--- src/rtl/mult_div_seq.sv ---
// Sequential signed/unsigned multiply and restoring divide for the HI/LO datapath.
// One bit per clock: start accepted at edge N, done pulses after edge N+WIDTH+1.
module mult_div_seq #(
  parameter int WIDTH = 32,
  parameter int CNT_W = $clog2(WIDTH) + 1
) (
  input  logic             clock,
  input  logic             reset,
  input  logic             start,
  input  logic [1:0]       op,
  input  logic [WIDTH-1:0] a,
  input  logic [WIDTH-1:0] b,
  output logic             busy,
  output logic             done,
  output logic             div_zero,
  output logic [WIDTH-1:0] hi,
  output logic [WIDTH-1:0] lo
);

  localparam logic [1:0] S_IDLE   = 2'd0;
  localparam logic [1:0] S_RUN    = 2'd1;
  localparam logic [1:0] S_FINISH = 2'd2;

  logic [1:0]         state;
  logic [CNT_W-1:0]   count;
  logic               is_div;
  logic               neg_lo;
  logic               neg_hi;
  logic               b_zero;
  logic [WIDTH-1:0]   a_raw;
  logic [WIDTH-1:0]   operand;
  logic [WIDTH-1:0]   acc_hi;
  logic [WIDTH-1:0]   acc_lo;

  logic               a_neg;
  logic               b_neg;
  logic [WIDTH-1:0]   a_mag;
  logic [WIDTH-1:0]   b_mag;
  logic [WIDTH:0]     mul_sum;
  logic [WIDTH:0]     rem_shift;
  logic               div_ge;
  logic [WIDTH-1:0]   div_rem;
  logic [2*WIDTH-1:0] prod;
  logic [2*WIDTH-1:0] prod_neg;

  // op[0]=0 selects the signed variants; MIN keeps its bit pattern as an unsigned magnitude.
  assign a_neg     = ~op[0] & a[WIDTH-1];
  assign b_neg     = ~op[0] & b[WIDTH-1];
  assign a_mag     = a_neg ? -a : a;
  assign b_mag     = b_neg ? -b : b;

  // Multiply: acc_hi accumulates, acc_lo holds the multiplier and shifts in low product bits.
  assign mul_sum   = {1'b0, acc_hi} + (acc_lo[0] ? {1'b0, operand} : {(WIDTH+1){1'b0}});

  // Divide: acc_hi is the partial remainder, acc_lo shifts dividend out and quotient in.
  assign rem_shift = {acc_hi, acc_lo[WIDTH-1]};
  assign div_ge    = rem_shift >= {1'b0, operand};
  assign div_rem   = WIDTH'(rem_shift - {1'b0, operand});

  assign prod      = {acc_hi, acc_lo};
  assign prod_neg  = -prod;

  always_ff @(posedge clock) begin
    if (reset) begin
      state    <= S_IDLE;
      count    <= '0;
      is_div   <= 1'b0;
      neg_lo   <= 1'b0;
      neg_hi   <= 1'b0;
      b_zero   <= 1'b0;
      a_raw    <= '0;
      operand  <= '0;
      acc_hi   <= '0;
      acc_lo   <= '0;
      busy     <= 1'b0;
      done     <= 1'b0;
      div_zero <= 1'b0;
      hi       <= '0;
      lo       <= '0;
    end else begin
      case (state)
        S_IDLE: begin
          done <= 1'b0;
          if (start) begin
            a_raw    <= a;
            is_div   <= op[1];
            operand  <= op[1] ? b_mag : a_mag;
            acc_hi   <= '0;
            acc_lo   <= op[1] ? a_mag : b_mag;
            neg_lo   <= a_neg ^ b_neg;
            neg_hi   <= op[1] ? a_neg : (a_neg ^ b_neg);
            b_zero   <= op[1] & (b == '0);
            div_zero <= 1'b0;
            busy     <= 1'b1;
            count    <= '0;
            state    <= S_RUN;
          end
        end
        S_RUN: begin
          done <= 1'b0;
          if (is_div) begin
            if (div_ge) begin
              acc_hi <= div_rem;
              acc_lo <= {acc_lo[WIDTH-2:0], 1'b1};
            end else begin
              acc_hi <= rem_shift[WIDTH-1:0];
              acc_lo <= {acc_lo[WIDTH-2:0], 1'b0};
            end
          end else begin
            {acc_hi, acc_lo} <= {mul_sum, acc_lo[WIDTH-1:1]};
          end
          count <= count + 1'b1;
          if (count == CNT_W'(WIDTH - 1)) begin
            state <= S_FINISH;
          end
        end
        S_FINISH: begin
          busy     <= 1'b0;
          done     <= 1'b1;
          div_zero <= b_zero;
          state    <= S_IDLE;
          if (is_div) begin
            if (b_zero) begin
              lo <= '1;
              hi <= a_raw;
            end else begin
              lo <= neg_lo ? -acc_lo : acc_lo;
              hi <= neg_hi ? -acc_hi : acc_hi;
            end
          end else begin
            {hi, lo} <= neg_lo ? prod_neg : prod;
          end
        end
        default: begin
          state <= S_IDLE;
          busy  <= 1'b0;
          done  <= 1'b0;
        end
      endcase
    end
  end

endmodule

--- config.mk ---
export PLATFORM = sky130hd
export DESIGN_NAME = mult_div_seq
export DESIGN_NICKNAME = d
export VERILOG_FILES = /design/src/rtl/mult_div_seq.sv
export SDC_FILE = /design/constraint.sdc
export NUM_CORES = 1
export LEC_CHECK = 0
export ABC_AREA = 0
export CAP_MARGIN = 25
export CORE_ASPECT_RATIO = 1.75
export CORE_MARGIN = 2
export CORE_UTILIZATION = 50
export DETAILED_ROUTE_END_ITERATION = 12
export HOLD_SLACK_MARGIN = 0.15
export PLACE_DENSITY_LB_ADDON = 0.05
export SETUP_SLACK_MARGIN = 0.5
export SLEW_MARGIN = 25
export SYNTH_ARGS = -nofsm -noshare
export SYNTH_HDL_FRONTEND = slang
export SYNTH_SLANG_ARGS = --single-unit
--- constraint.sdc ---
create_clock -name clock -period 5.4 [get_ports clock]
set_input_delay 0.54 -clock clock [delete_from_list [all_inputs] [get_ports clock]]
set_output_delay 0.54 -clock clock [all_outputs]
set_load 0.05 [all_outputs]
==> results.py, run 1 <==
metrics = {
    "run_status": {
        "status": "finished, final reports clean",
    },
    "timing": {
        "hold_viol_final": 0,
        "rsz0062_at_grt": "false",
        "slew_headroom_pct": 33.0,
        "setup_viol": 0,
        "timing.final.ws_setup_ns": 0.874,
        "setup_tns_ns": 0,
        "tightestPinTransition_ns": 1.00,
        "maxSlewViolCount": 0,
        "period_share_pct": 83.8,
        "clock.fmax_mhz": 221,
        "min_period_ns": 4.53,
        "finClkSkew_ns": 0.0212,
    },
    "global_routing": {
        "antenna_found_initial": 1,
        "grt_max_degree": 123,
        "grt_pass1_vias": 16000,
        "grt-ovfl-total": 0,
        "grt_pass1_wl_um": 95000,
        "grt_use_total_pct": 36.6,
    },
    "yosys": {
        "synth_ff_type": "dfxtp_1",
        "synthCells": 2195,
        "synth.largest_area_cell": "dfxtp_1",
        "synth_cell_types": 79,
        "yosys_warnings": 0,
        "synth_top_area_share_pct": 25.9,
        "ys_top_cells_by_area": "dfxtp_1 26%, a21oi_1 7.3%, nand2_1 7.2%",
        "synth_area_mm2": 0.0160,
        "yosys_register_bits": 207,
        "syn-num-nets": 2335,
        "synthArstFlopShare_pct": 0,
        "synth_edf_count": 0,
        "yosysSeqAreaShare_pct": 25.9,
        "avgSynthCellArea_um2": 7.29,
    },
    "die": {
        "fp.dieH_um": 241,
        "num_rows": 86,
        "start_util_pct": 50.8,
        "dieArea_mm2": 0.0335,
        "die_w_um": 139,
        "io_pins": 136,
        "core_region_area_mm2": 0.0315,
    },
    "drt": {
        "route.vias.total": 16700,
        "ant_nets": 0,
        "firstDrtPassIters": 6,
        "routed_wl_um": 63300,
        "via_per_inst": 6.31,
        "first_iter_violations": 1273,
        "drt-wirelength-per-cell_um": 23.9,
        "post-route-drc-count": 0,
    },
    "clock_tree": {
        "postCtsSetupBuffers": 0,
        "clk_pin_slew_ns": 0.07,
        "htreeDepth": 1,
        "insertion_delay_ns": 0.56,
        "hold_buffers": 0,
        "root_buffer": "clkbuf_16",
        "cts_buffer_depth": 3,
        "cts_sinks": 207,
        "cts_inserted_buffers": 22,
        "cts_tree": "built",
        "post_cts_resized": 0,
    },
    "power_and_ir_drop": {
        "p_int_mw": 3.05,
        "seqPwrFrac_pct": 36.8,
        "peakVddDrop_mv": 0.224,
        "p_leak_nw": 6.97,
        "switchingPower_mw": 1.57,
        "clockPowerShare_pct": 37.7,
        "p_sw_share_pct": 34.0,
        "combPwrFrac_pct": 25.6,
        "power.density_mw_per_mm2": 251,
    },
    "layout": {
        "register_area_mm2": 0.00415,
        "layout_common_cells": "305 x nand2_1, 233 x a21oi_1, 203 x dfxtp_1",
        "drive_gt1_share_pct": 5.21,
        "nFillCells": 2996,
        "area_growth_pct": 15.0,
        "nets": 2369,
        "final_common_cell": "nand2_1",
        "multi_input_area_mm2": 0.0110,
    },
    "placed_design": {
        "place.port_buffers": 135,
        "dp_hpwl_um": 49000,
        "routabilityCongestion": 1.00,
        "preCtsSetupSlack_ns": 1.01,
    },
    "min_path": {
        "hold_class": "input pin to flop",
    },
    "job": {
        "drv_cap": 0,
    },
    "critical_path": {
        "cp-end-kind": "flop",
        "path_class": "flop to flop",
        "setup.worst_path.start_class": "flop",
        "arrival_ns": 4.97,
        "crit_fanout": 21,
        "cp.required_ns": 5.84,
    },
}
-- cell families (layout without fill, tap and decap cells) --
family | count (synthesis) | in the layout | synth area share, %
fa+ha+maj | 71 | 71 | 5.65
simple gates | 700 | 700 | 19.9
flops | 207 | 207 | 25.9
buf+inv | 239 | 289 | 5.69
xor+xnor | 196 | 196 | 10.7
other cells | 0 | 1 | 0
mux | 68 | 68 | 4.31
compound gates | 714 | 714 | 27.9
-- final cells by class --
type,count,area share (%)
antenna,1,0.0136
sequential,207,22.6
inverter,71,1.45
tap,396,2.69
multi-input combinational,1749,59.7
clock inverter,12,1.03
timing repair buffer,178,9.14
clock buffer,28,3.44
-- path summary, 6_finish.rpt --
kind | from | endpoint | slack [ns] | cells past startpoint
setup / recovery | acc_lo[0] | acc_hi[29] | 0.87 | 13
hold / removal | reset | neg_hi | 0.42 | 2
setup reg to reg | acc_lo[0] | acc_hi[29] | 0.87 | 13
hold reg to reg | hi[5] | hi[5] | 0.45 | 2
-- stage by stage --
step,cell area (um2),hold slack (ns),util (%),std cells,total power [mW]
detailed placement,17600,0.446,55.7,2601,2.89
finish,18400,0.416,58.4,2642,4.62
CTS,18400,0.393,58.3,2641,4.61
floorplan,16000,0.432,-,2195,2.46
global route,18400,0.427,58.4,2641,4.79
global placement,17600,0.439,55.7,2601,2.88
-- power by group through the flow --
stage	sequential, mW	clock [mW]	combinational (mW)
3_3_place_gp	1.73	0	1.16
4_1_cts	1.70	1.75	1.17
2_1_floorplan	1.67	0	0.793
3_5_place_dp	1.73	0	1.16
6_report	1.70	1.74	1.18
5_1_grt	1.70	1.81	1.28
-- cell usage after synthesis (all sizes together) (8+ instances only) --
library cell and count:
nand2 306, a21oi 234, dfxtp 207, nor2 186, o21ai 160, clkbuf 142
xnor2 106, xor2 90, a211oi 83, o211ai 72, inv 71, ha 69
mux2i 61, nor3 37, nand3 33, o31ai 28, buf 26, a21o 22
nand2b 19, or3 17, a31oi 16, nor2b 15, or4 15, nand4 13
a22o 11, nor4 11, o41ai 11, and3 10, o21bai 10, nand3b 9
and2 8
-- worst max-delay path, stage by stage, from the launching register on --
cell and delay [ns]:
dfxtp_1 0.37, inv_1 0.66, nor2_1 0.09, ha_1 0.38, o211ai_1 0.18, a21oi_1 0.09, o31ai_1 0.49, nand2_1 0.13
a311oi_1 0.49, o21ai_0 0.38, a2111o_1 0.46, a211oi_1 0.28, nor2_1 0.10, a221o_1 0.32
-- state kept, by name, indices dropped and copies added (netlist names), 2 cells and up --
signal / flops
count: 6
state: 2
operand: 32
a_raw: 32
acc_hi: 32
acc_lo: 32
lo: 32
hi: 32
-- routing by layer --
metal	share of wire, %	wire [um]	global-route usage [%]	vias to the layer above
li1	-	-	-	7900
met1	35	22100	38.4	7967
met2	51	32500	66.9	616
met3	5.0	3140	4.31	195
met4	8.8	5560	27.2	2
met5	0.021	13	0	-
Note: power is estimated with default switching activity, not from simulation.
==> run 2: changes to the inputs <==
clock period = 4.2 ns   (was 5.4 ns; I/O delays follow)
==> results.py, run 2 (synthesis gave the netlist of run 1 again) <==
metrics = {
    "run_status": {
        "status": "finished, final reports clean",
    },
    "global_routing": {
        "antenna_found_initial": 1,
        "grt_pass1_vias": 16300,
        "grt_max_degree": 123,
        "grt-ovfl-total": 0,
        "grt_use_total_pct": 38.0,
        "grt_pass1_wl_um": 97900,
    },
    "clock_tree": {
        "cts_inserted_buffers": 24,
        "htreeDepth": 1,
        "cts_tree": "built",
        "cts_buffer_depth": 3,
        "insertion_delay_ns": 0.55,
        "cts_sinks": 207,
        "clk_pin_slew_ns": 0.07,
        "root_buffer": "clkbuf_16",
    },
    "layout": {
        "register_area_mm2": 0.00416,
        "area_growth_pct": 17.7,
        "utilization_pct": 59.7,
        "drive_gt1_share_pct": 7.59,
        "multi_input_area_mm2": 0.0110,
        "final_area_mm2": 0.0188,
        "layout_common_cells": "304 x nand2_1, 233 x a21oi_1, 202 x dfxtp_1",
        "final_common_cell": "nand2_1",
        "nets": 2416,
        "nFillCells": 2992,
        "diodes": 0,
        "final_cells": 2689,
    },
    "timing": {
        "finClkSkew_ns": 0.0135,
        "maxSlewViolCount": 0,
        "setup_tns_ns": 0,
        "tightestPinTransition_ns": 0.927,
        "slew_headroom_pct": 38.1,
        "period_share_pct": 86.9,
        "hold_viol_final": 0,
        "clock.fmax_mhz": 274,
        "min_period_ns": 3.65,
        "setup_viol": 0,
        "rsz0062_at_grt": "true",
    },
    "placed_design": {
        "routabilityCongestion": 1.05,
        "place.port_buffers": 135,
        "dp_hpwl_um": 50200,
        "place_inst": 2645,
        "post_dp_cell_area_mm2": 0.0179,
    },
    "drt": {
        "routed_wl_um": 65700,
        "drt-wirelength-per-cell_um": 24.4,
        "first_iter_violations": 1336,
        "via_per_inst": 6.32,
        "post-route-drc-count": 0,
        "route.vias.total": 17000,
        "firstDrtPassIters": 6,
        "ant_nets": 0,
    },
    "power_and_ir_drop": {
        "peakVddDrop_mv": 0.343,
        "p_leak_nw": 7.23,
        "power.density_mw_per_mm2": 325,
    },
    "die": {
        "io_pins": 136,
        "dieArea_mm2": 0.0335,
        "die_w_um": 139,
        "start_util_pct": 50.8,
        "fp.dieH_um": 241,
        "core_region_area_mm2": 0.0315,
        "num_rows": 86,
    },
    "min_path": {
        "hold_class": "input pin to flop",
    },
    "critical_path": {
        "cp.required_ns": 4.66,
        "crit_fanout": 12,
        "critPathMostFrequentCell": "a31oi_1",
        "crit_chain": "inv_2 > buf_6 > nor2_1 > ha_1 > nand3_1 > a311o_1 > o211a_1 > nand2b_1 > a31oi_1 > a31oi_1 > o21ai_0 > mux2_2 > o211ai_1",
        "setup.worst_path.start_class": "flop",
        "critical-path-max-stage-delay_ns": 0.43,
        "path_class": "flop to flop",
        "cp-end-kind": "flop",
        "arrival_ns": 4.11,
        "crit_slowest_cell": "a31oi_1",
    },
    "job": {
        "drv_cap": 0,
    },
}
run 2: cell types whose count changed in the layout (fill, tap and decap cells not counted), sizes merged:
cell	before	now
buf	45	90
clkbuf	28	31
clkinv	8	5
clkinvlp	0	1
diode	1	0
inv	71	73
run 2: critical path, delay by kind of cell, from the launching register on:
family / cells / cell delay, ns
compound gates: 6 / 1.74
flops: 1 / 0.37
buf+inv: 2 / 0.32
simple gates: 3 / 0.39
fa+ha+maj: 1 / 0.36
mux: 1 / 0.37
run 2: path summary, 6_finish.rpt:
check	start	end	slack, ns	depth (start not counted)
max	acc_lo[0]	acc_hi[24]	0.55	13
min reg2reg	operand[18]	operand[18]	0.45	2
min	reset	neg_hi	0.41	2
max reg2reg	acc_lo[0]	acc_hi[24]	0.55	13
run 2: cell type report:
type	count	share of cell area, %
Clock inverter	12	1.02
Tap cell	396	2.63
Clock buffer	31	3.49
Timing Repair Buffer	223	10.8
Inverter	71	1.42
Multi-Input combinational cell	1749	58.6
Sequential cell	207	22.1
run 2: power by group:
| part | internal, mW | leakage [nW] | switching [mW] |
|---|---|---|---|
| Clock | 1.36 | 0.411 | 0.959 |
| Sequential | 2.05 | 1.69 | 0.115 |
| Combinational | 0.600 | 5.13 | 1.04 |
| Total | 4.01 | 7.23 | 2.11 |
run 2: metrics by stage:
stage	hold WS [ns]	total power, mW	setup WS (ns)
2_1_floorplan	0.432	3.17	0.790
3_3_place_gp	0.440	3.77	0.385
3_5_place_dp	0.445	3.78	0.326
4_1_cts	0.393	6.09	0.521
5_1_grt	0.422	6.33	0.403
6_report	0.409	6.12	0.549
run 2: metal layers:
| metal | track usage, % | vias up | share of wire (%) |
|---|---|---|---|
| met5 | 0 | - | 0 |
| met4 | 31.5 | 0 | 10 |
| met3 | 5.30 | 246 | 5.5 |
| met2 | 67.4 | 681 | 49 |
| met1 | 39.7 | 8089 | 35 |
| li1 | - | 7977 | - |
run 2: timing repair:
action | in CTS | in global routing
setup endpoints to repair | 8 | 11
hold buffers | 0 | 0
pin swaps | 0 | 3
buffers inserted | 0 | 1
resized for setup | 4 | 14
